[src/rtl/result_tx_framer_if.sv]
// result_tx_framer_if -- groups the result-side and byte-side signals of the
// result_tx_framer.
//   result / result_valid : 32-bit ALU result plus one-cycle qualifier
//   tx_byte / tx_byte_valid / tx_byte_ready : byte stream to the UART transmitter.
//     A byte moves on a rising edge where tx_byte_valid and tx_byte_ready are
//     both 1. While valid is high and ready is low, tx_byte is held. Valid never
//     depends combinationally on ready.
//   busy, frame_done, overflow / ovf_clr : status and sticky-error control
//   fsm_state : debug view of the framer state (0 IDLE, 1 HDR, 2 DATA, 3 CSUM)
// modport master : the framer side (drives the byte stream and status)
// modport slave  : the environment side (ALU, transmitter, controller)
interface result_tx_framer_if;
  logic [31:0] result;
  logic        result_valid;
  logic [7:0]  tx_byte;
  logic        tx_byte_valid;
  logic        tx_byte_ready;
  logic        busy;
  logic        frame_done;
  logic        overflow;
  logic        ovf_clr;
  logic [1:0]  fsm_state;

  modport master (
    input  result, result_valid, tx_byte_ready, ovf_clr,
    output tx_byte, tx_byte_valid, busy, frame_done, overflow, fsm_state
  );

  modport slave (
    output result, result_valid, tx_byte_ready, ovf_clr,
    input  tx_byte, tx_byte_valid, busy, frame_done, overflow, fsm_state
  );
endinterface

[src/rtl/result_tx_framer.sv]
// result_tx_framer -- queues 32-bit ALU results in a small FIFO and sends each
// one as a 6-byte frame: HEADER, four data bytes MSB first, then the XOR of the
// four data bytes.
// Ports:
//   clk  : single clock, all state changes on the rising edge
//   rst  : synchronous, active-high reset
//   bus  : result_tx_framer_if.master (result input, byte stream, status)
module result_tx_framer #(
  parameter logic [7:0] HEADER     = 8'hA5,
  parameter int         FIFO_DEPTH = 4
) (
  input  logic                clk,
  input  logic                rst,
  result_tx_framer_if.master  bus
);

  localparam int AW = (FIFO_DEPTH > 1) ? $clog2(FIFO_DEPTH) : 1;

  typedef enum logic [1:0] {
    IDLE = 2'd0,
    HDR  = 2'd1,
    DATA = 2'd2,
    CSUM = 2'd3
  } state_t;

  state_t      state, state_n;

  // FIFO storage; pointers carry one extra bit so full and empty differ.
  logic [31:0] mem [FIFO_DEPTH];
  logic [AW:0] wr_ptr, rd_ptr;
  logic        fifo_empty, fifo_full;
  logic        pop, push, xfer;

  logic [31:0] shreg;
  logic [7:0]  csum;
  logic [1:0]  idx;
  logic        frame_done_q;
  logic        overflow_q;
  logic [7:0]  tx_byte_c;
  logic        tx_valid_c;

  assign fifo_empty = (wr_ptr == rd_ptr);
  assign fifo_full  = (wr_ptr[AW] != rd_ptr[AW]) &&
                      (wr_ptr[AW-1:0] == rd_ptr[AW-1:0]);

  // The FSM only pops when leaving IDLE, so a pop frees a slot on the same
  // edge and a push into a full FIFO can still be taken then.
  assign pop  = (state == IDLE) && !fifo_empty;
  assign push = bus.result_valid && (!fifo_full || pop);
  assign xfer = tx_valid_c && bus.tx_byte_ready;

  // State register
  always_ff @(posedge clk) begin
    if (rst) begin
      state <= IDLE;
    end else begin
      state <= state_n;
    end
  end

  // Next state and byte-stream outputs; valid comes from state only.
  always_comb begin
    state_n    = state;
    tx_byte_c  = 8'h00;
    tx_valid_c = 1'b0;
    case (state)
      IDLE: begin
        if (!fifo_empty) state_n = HDR;
      end
      HDR: begin
        tx_byte_c  = HEADER;
        tx_valid_c = 1'b1;
        if (bus.tx_byte_ready) state_n = DATA;
      end
      DATA: begin
        tx_byte_c  = shreg[31:24];
        tx_valid_c = 1'b1;
        if (bus.tx_byte_ready && (idx == 2'd3)) state_n = CSUM;
      end
      CSUM: begin
        tx_byte_c  = csum;
        tx_valid_c = 1'b1;
        if (bus.tx_byte_ready) state_n = IDLE;
      end
      default: state_n = IDLE;
    endcase
  end

  // FIFO pointers
  always_ff @(posedge clk) begin
    if (rst) begin
      wr_ptr <= '0;
      rd_ptr <= '0;
    end else begin
      if (push) wr_ptr <= wr_ptr + (AW+1)'(1);
      if (pop)  rd_ptr <= rd_ptr + (AW+1)'(1);
    end
  end

  // FIFO storage needs no reset; only entries between the pointers are read.
  always_ff @(posedge clk) begin
    if (!rst && push) mem[wr_ptr[AW-1:0]] <= bus.result;
  end

  // Frame datapath and status flags
  always_ff @(posedge clk) begin
    if (rst) begin
      shreg        <= '0;
      csum         <= '0;
      idx          <= '0;
      frame_done_q <= 1'b0;
      overflow_q   <= 1'b0;
    end else begin
      frame_done_q <= (state == CSUM) && xfer;

      // A new drop wins over a clear in the same cycle.
      if (bus.result_valid && !push) begin
        overflow_q <= 1'b1;
      end else if (bus.ovf_clr) begin
        overflow_q <= 1'b0;
      end

      if (pop) begin
        shreg <= mem[rd_ptr[AW-1:0]];
        csum  <= 8'h00;
        idx   <= 2'd0;
      end else if ((state == DATA) && xfer) begin
        csum  <= csum ^ shreg[31:24];
        shreg <= {shreg[23:0], 8'h00};
        idx   <= idx + 2'd1;
      end
    end
  end

  assign bus.tx_byte       = tx_byte_c;
  assign bus.tx_byte_valid = tx_valid_c;
  assign bus.busy          = (state != IDLE) || !fifo_empty;
  assign bus.frame_done    = frame_done_q;
  assign bus.overflow      = overflow_q;
  assign bus.fsm_state     = state;

endmodule
[src/flat_wrapper.sv]
// flat-port wrapper written by rule: the top's interface ports become plain ports
module result_tx_framer_flat 
#(
  parameter logic [7:0] HEADER     = 8'hA5,
  parameter int         FIFO_DEPTH = 4
)
  (clk, rst, bus_result, bus_result_valid, bus_tx_byte_ready, bus_ovf_clr, bus_tx_byte, bus_tx_byte_valid, bus_busy, bus_frame_done, bus_overflow, bus_fsm_state);
  result_tx_framer_if bus_i ();
  input  logic clk;
  input  logic rst;
  input wire logic [$bits(bus_i.result)-1:0] bus_result;
  input wire logic [$bits(bus_i.result_valid)-1:0] bus_result_valid;
  input wire logic [$bits(bus_i.tx_byte_ready)-1:0] bus_tx_byte_ready;
  input wire logic [$bits(bus_i.ovf_clr)-1:0] bus_ovf_clr;
  output wire logic [$bits(bus_i.tx_byte)-1:0] bus_tx_byte;
  output wire logic [$bits(bus_i.tx_byte_valid)-1:0] bus_tx_byte_valid;
  output wire logic [$bits(bus_i.busy)-1:0] bus_busy;
  output wire logic [$bits(bus_i.frame_done)-1:0] bus_frame_done;
  output wire logic [$bits(bus_i.overflow)-1:0] bus_overflow;
  output wire logic [$bits(bus_i.fsm_state)-1:0] bus_fsm_state;
  assign bus_i.result = bus_result;
  assign bus_i.result_valid = bus_result_valid;
  assign bus_i.tx_byte_ready = bus_tx_byte_ready;
  assign bus_i.ovf_clr = bus_ovf_clr;
  assign bus_tx_byte = bus_i.tx_byte;
  assign bus_tx_byte_valid = bus_i.tx_byte_valid;
  assign bus_busy = bus_i.busy;
  assign bus_frame_done = bus_i.frame_done;
  assign bus_overflow = bus_i.overflow;
  assign bus_fsm_state = bus_i.fsm_state;
  result_tx_framer #(.HEADER(HEADER), .FIFO_DEPTH(FIFO_DEPTH)) u_core (.clk(clk), .rst(rst), .bus(bus_i));
endmodule
[config.mk]
export PLATFORM = sky130hd
export DESIGN_NAME = result_tx_framer_flat
export DESIGN_NICKNAME = d
export VERILOG_FILES = /design/src/rtl/result_tx_framer_if.sv /design/src/rtl/result_tx_framer.sv /design/src/flat_wrapper.sv
export SDC_FILE = /design/constraint.sdc
export NUM_CORES = 1
export LEC_CHECK = 0
export BUFFER_PORTS_ARGS = -buffer_cell sky130_fd_sc_hd__buf_2
export CAP_MARGIN = 10
export CELL_PAD_IN_SITES_DETAIL_PLACEMENT = 1
export CELL_PAD_IN_SITES_GLOBAL_PLACEMENT = 1
export CORE_MARGIN = 2
export CORE_UTILIZATION = 50
export CTS_CLUSTER_DIAMETER = 30
export CTS_CLUSTER_SIZE = 10
export DETAILED_ROUTE_END_ITERATION = 6
export PLACE_DENSITY = 0.86
export RECOVER_POWER = 100
export SYNTH_ARGS = -nofsm -noshare
export SYNTH_HDL_FRONTEND = slang
export SYNTH_SLANG_ARGS = --single-unit
[constraint.sdc]
create_clock -name clk -period 4.65 [get_ports clk]
set_clock_uncertainty 0.1 [all_clocks]
set_input_delay 0.465 -clock clk [delete_from_list [all_inputs] [get_ports clk]]
set_output_delay 0.465 -clock clk [all_outputs]
set_load 0.02 [all_outputs]
# Word level (Yosys, flattened, before mapping)
# Memory sizes are Yosys's and may differ from the RTL's. A register that Yosys moved wholly into a read port is not among the register bits.
# Cells that the tools add are included.
# op_classes
add_sub_neg	3
mul	0
n_div	0
n_lt_le_gt_ge	0
n_eq_ne	11
shift	0
n_mux	15
bitwise	1
reduce_logical	22
# ops
operator	n
32-bit 2-to-1 mux	2
8-bit one-hot mux with 3 select lines	1
2-bit 2-to-1 mux	6
1-bit logical AND	9
2-bit one-hot mux with 4 select lines	1
8-bit bitwise XOR	1
3-bit by 1-bit adder with 3-bit output, second input constant	2
2-bit equality test, second input constant	3
2-bit != test, second input constant	3
2-bit nonzero test	3
1-bit 2-to-1 mux	5
1-bit zero test	4
4-bit AND reduction	1
3-bit equality test	1
3-bit OR reduction	1
2-bit by 1-bit adder with 2-bit output, second input constant	1
2-bit by 1-bit equality test with 1-bit output, second input constant	1
2-bit equality test	1
2-bit zero test	1
1-bit logical OR	2
2-bit by 1-bit != test with 1-bit output, second input constant	1
2-bit OR reduction	1
1-bit != test	1
# word_totals
register_bits	52
latch_bits	0
ram_bits	128
romBits	0
in_bits	37
word_cells	61
mem_count	1
# mem_list
name	words	word_bits	rd	rd_ports_with_merged_regs	wr	line	source
u_core.mem	4	32	1	1	1	result_tx_framer.sv:29	logic [31:0] mem [FIFO_DEPTH];

# Logic depth before layout (Yosys ltp)
# depth
depth_word	8
ltp_mapped	9
ltp_nobuf	6

# Worst setup path after synthesis
# No wires, ideal clock.
# synth_path
path_kind	flip-flop to flip-flop
start	register u_core.state[1], in the netlist u_core.bus.fsm_state[1]
end	memory u_core.mem[3][0], enable pin
setup_ns	0.461
t_arrival_ns	3.230
t_required_ns	4.089
path_slack_ns	0.859
stages_incl_launch_ff	5
cell_sequence	dfxtp_1 -> inv_1 -> ha_1 -> nor4_2 -> nor3_1
# synth_between
elab_chain_len	7
# synth_rtl
element	line	source
from (decl)	result_tx_framer.sv:26	state_t state, state_n;
from (signal assigned)	result_tx_framer.sv:57	state <= state_n;
2-bit zero test	result_tx_framer.sv:48	assign pop = (state == IDLE) && !fifo_empty;
1-bit logical AND	result_tx_framer.sv:48	
1-bit logical OR	result_tx_framer.sv:49	assign push = bus.result_valid && (!fifo_full || pop);
1-bit logical AND	result_tx_framer.sv:49	
1-bit logical AND	result_tx_framer.sv:102	if (!rst && push) mem[wr_ptr[AW-1:0]] <= bus.result;
1-bit 2-to-1 mux	result_tx_framer.sv:102	
1-bit 2-to-1 mux (not written as such)	result_tx_framer.sv:102	
to (decl)	result_tx_framer.sv:29	
# No other way between the ends.

# Worst setup path in the final report
# Ends and elaborated chain as after synthesis.

==> impl_results.html <==
<table>
<tr><th>Metric</th><th>Value</th></tr>
<tr><th colspan="2">Synth</th></tr>
<tr><td>Library cells used by synthesis</td><td>35</td></tr>
<tr><td>Yosys warnings</td><td>0</td></tr>
<tr><td>Syn Nets</td><td>522</td></tr>
<tr><td>Share of the yosys chip area belonging to registers</td><td>0.680</td></tr>
<tr><td>Netlist area before placement</td><td>7240 um^2</td></tr>
<tr><td>Post-synthesis cell count</td><td>474</td></tr>
<tr><td>Synth Area per Inst</td><td>15.3 um^2</td></tr>
<tr><td>Number of storage elements in the synthesis netlist</td><td>182</td></tr>
<tr><th colspan="2">Worst hold path</th></tr>
<tr><td>Startpoint of the lowest-slack hold path</td><td>bus_result[12]</td></tr>
<tr><td>Number of cells traversed by the worst hold path</td><td>1</td></tr>
<tr><td>Classification of the worst-slack hold path</td><td>in2reg</td></tr>
<tr><th colspan="2">Routing</th></tr>
<tr><td>Number of violations reported at the end of detailed-routing iteration 0</td><td>237</td></tr>
<tr><td>Number of iterations in the first detailed-routing pass</td><td>4</td></tr>
<tr><td>Total via count in the routed design</td><td>around 4k</td></tr>
<tr><td>Total wirelength of the detailed-routed design</td><td>between 15000 and 20000 um</td></tr>
<tr><td>DR DRC count</td><td>0</td></tr>
<tr><td>Residual antenna-violating net count after detailed routing</td><td>0</td></tr>
<tr><td>Routed wirelength normalized by instance count</td><td>21.2 um</td></tr>
<tr><td>Per-cell via count in the routed design</td><td>roughly 5.7</td></tr>
<tr><th colspan="2">Worst setup path</th></tr>
<tr><td>Nature of the critical path startpoint</td><td>flop</td></tr>
<tr><td>Sort of element at the end of the critical path</td><td>flop</td></tr>
<tr><td>Crit Reg-Reg Startpoint</td><td>u_core.bus.fsm_state[1]</td></tr>
<tr><td>Crit path arrival time</td><td>3.29 ns</td></tr>
<tr><td>Kind of critical path</td><td>reg2reg</td></tr>
<tr><td>FF-to-FF setup slack</td><td>1.27 ns</td></tr>
<tr><td>Number of cells on the worst reg-to-reg path</td><td>5</td></tr>
<tr><td>Worst setup startpoint</td><td>u_core.bus.fsm_state[1]</td></tr>
<tr><td>Worst-path fanout max</td><td>32</td></tr>
<tr><td>Worst path required time</td><td>approximately 4.6 ns</td></tr>
<tr><th colspan="2">STA</th></tr>
<tr><td>Pin slew with the least headroom to its limit</td><td>2.27 ns</td></tr>
<tr><td>Total negative slack</td><td>0 ns</td></tr>
<tr><td>F_max</td><td>296 MHz</td></tr>
<tr><td>Headroom to the max-slew limit</td><td>-0.513</td></tr>
<tr><td>Unrepaired setup endpoints after global routing</td><td>no</td></tr>
<tr><td>Setup slack after layout</td><td>about 1.3 ns</td></tr>
<tr><td>Final setup viols</td><td>0</td></tr>
<tr><td>Max-slew violations</td><td>105</td></tr>
<tr><td>Time the worst path needs with I/O delays and setup</td><td>about 3.4 ns</td></tr>
<tr><td>Final cycle utilization of the critical path</td><td>0.726</td></tr>
<tr><td>Final Hold Violating Endpoints</td><td>0</td></tr>
<tr><th colspan="2">Run status</th></tr>
<tr><td>Outcome</td><td>complete, but fails checks</td></tr>
<tr><td>Violations in the final reports</td><td>capacitance limit, slew limit</td></tr>
<tr><th colspan="2">Clock network</th></tr>
<tr><td>Post-CTS clock slew at the launch and capture registers of the worst setup and hold paths</td><td>0.07 ns</td></tr>
<tr><td>Clock insertion delay at the later pin of the skew report</td><td>roughly 0.43 ns</td></tr>
<tr><td>Setup Buffers After CTS</td><td>0</td></tr>
<tr><td>Clk buf depth</td><td>2</td></tr>
<tr><td>Clock Tree Root</td><td>clkbuf_16</td></tr>
<tr><td>Cts bufs inserted</td><td>17</td></tr>
<tr><td>CTS tree</td><td>built</td></tr>
<tr><td>Clock tree sinks</td><td>182</td></tr>
<tr><td>CTS hold repair buffers</td><td>0</td></tr>
<tr><td>H-tree levels</td><td>4</td></tr>
<tr><td>CTS resizes</td><td>0</td></tr>
<tr><th colspan="2">Place</th></tr>
<tr><td>Detail Placement HPWL</td><td>approximately 9500 um</td></tr>
<tr><td>Post-Place Worst Slack</td><td>about 2.1 ns</td></tr>
<tr><td>Gpl congestion</td><td>about 0.75</td></tr>
<tr><td>Quantity of I/O buffers inserted on ports</td><td>50</td></tr>
<tr><th colspan="2">GRT</th></tr>
<tr><td>Pin count of the biggest net entering global routing</td><td>49</td></tr>
<tr><td>First-pass GRT wire length</td><td>24100 um</td></tr>
<tr><td>Overflow after GRT</td><td>0</td></tr>
<tr><td>Initial antenna violation count</td><td>0</td></tr>
<tr><td>Combined global-route utilization of all metal layers</td><td>0.207</td></tr>
<tr><td>Via count of the first global-routing pass</td><td>4434</td></tr>
<tr><th colspan="2">Floorplan</th></tr>
<tr><td>Core Footprint</td><td>14000 um^2</td></tr>
<tr><td>Overall die height</td><td>124 um</td></tr>
<tr><td>Starting density of the core</td><td>0.518</td></tr>
<tr><td>Die width</td><td>124 um</td></tr>
<tr><td>Std cell rows</td><td>43</td></tr>
<tr><td>Total Die Area</td><td>15500 um^2</td></tr>
<tr><td>I/O pin count</td><td>51</td></tr>
<tr><th colspan="2">Cells and area</th></tr>
<tr><td>Register area</td><td>between 4000 and 5000 um^2</td></tr>
<tr><td>Fin nets</td><td>approximately 570</td></tr>
<tr><td>Area growth from synthesis to final layout</td><td>12.0%</td></tr>
<tr><td>N_diodes</td><td>0</td></tr>
<tr><td>Share of final-layout standard cells stronger than drive strength 1</td><td>0.192</td></tr>
<tr><td>Fill cell instance count of the final layout</td><td>1349</td></tr>
<tr><td>Area used by multi-input combinational logic</td><td>approximately 2100 um^2</td></tr>
<tr><th colspan="2">Power</th></tr>
<tr><td>Max IR drop VDD</td><td>0.000343 V</td></tr>
<tr><td>Leak pwr</td><td>approximately 0.0027 uW</td></tr>
<tr><td>Power density over cell area</td><td>565 nW/um^2</td></tr>
<tr><th colspan="2">Flow run</th></tr>
<tr><td>Maxcap violations</td><td>3</td></tr>
</table>
## routing by layer
metal  vias to the layer above  GRT usage  routed length [um]
met2                        84      0.361                8010
met3                        25     0.0451                 600
li1                       1865          -                   -
met4                         0     0.0813                 306
met1                      2095      0.252                6250
met5                         -          0                   0
## synthesized netlist by cell type (all sizes together)
library cell	instances	share of area
inv	8	0.0041
o21ai	5	0.0035
nor2b	1	0.00086
nand3	8	0.0055
buf	17	0.015
nand2	69	0.036
nor3	1	0.00069
o41ai	3	0.0047
a21bo	1	0.0014
clkbuf	10	0.0052
edfxtp	128	0.53
xnor2	4	0.0048
ha	11	0.019
xor2	11	0.015
nand2b	1	0.00086
a22oi	8	0.0083
nand3b	1	0.0016
dfxtp	54	0.15
o31a	1	0.0012
nor4	1	0.0017
and3	3	0.0026
mux2i	1	0.0014
nor4b	1	0.0012
or3	2	0.0017
nor2	24	0.012
a21oi	41	0.028
and3b	1	0.0012
o31ai	1	0.0029
nor4bb	1	0.0014
mux2	24	0.037
mux4	32	0.10
## cells by family (layout without fill, tap and decap cells)
group | after synthesis | in the layout | share of synthesized area
DFF | 182 | 182 | 0.680
and+or+nand+nor | 114 | 114 | 0.0676
AOI/OAI and AO/OA | 60 | 60 | 0.0503
muxes | 57 | 57 | 0.138
buffers and inverters | 35 | 97 | 0.0244
xor gates and xnor gates | 15 | 15 | 0.0202
adders and majority gates | 11 | 11 | 0.0190
## worst paths after layout
check | end
worst min register to register | u_core.shreg[3]
worst min-delay path | u_core.mem[2][12]
worst max register to register | u_core.mem[3][0]
worst max-delay path | u_core.mem[3][0]
## registers in the layout, summed over array words and instances, names as in the netlist, named ones only
signal and cells:
u_core.csum 8, u_core.shreg 32, u_core.bus.overflow 1, u_core.bus.fsm_state 2, u_core.mem 128, u_core.bus.frame_done 1, u_core.rd_ptr 3, u_core.idx 2
u_core.wr_ptr 3
## metrics by stage
step,cells,total power (uW),area [um^2],hold WS [ns],util
final,716,4580,8110,0.184,0.580
after detailed placement,684,3250,7630,0.363,0.545
after floorplan,474,2950,7240,0.340,-
after CTS,716,4640,8200,0.127,0.586
after global placement,684,3170,7630,0.347,0.545
after global routing,716,4800,8110,0.191,0.580
## power by group
group          switching, uW  internal [uW]
Combinational            655            452
Sequential               176           1910
Clock                    633            754
Total                   1460           3120
## critical path: stages, from the launching register on
cell and delay [ns]:
dfxtp_1 0.40, inv_1 0.16, ha_1 0.31, nor4_1 0.16, nor3_2 0.17, clkbuf_1 1.63
## layout make-up
| cell class | instances | area share |
|---|---|---|
| clock buffer | 18 | 0.0529 |
| clock inverter | 14 | 0.0173 |
| inverter | 8 | 0.00370 |
| multi-input combinational | 257 | 0.263 |
| sequential | 182 | 0.608 |
| tap | 180 | 0.0278 |
| timing repair buffer | 57 | 0.0279 |
## layout by cell type, fill, tap and decap left out, types with 5 or more instances in the layout
cell type  synthesis  layout
nand3_1            8       8
mux4_2            32      32
inv_1              8       8
clkbuf_16          0      17
edfxtp_1         128     128
clkbuf_1          10      50
dfxtp_1           54      52
ha_1              11      11
o21ai_0            5       5
xor2_1             9       9
nor2_1            24      24
nand2_1           69      69
mux2_2            24      24
a21oi_1           41      41
a22oi_1            8       8
Power figures use the tool's default switching activity.
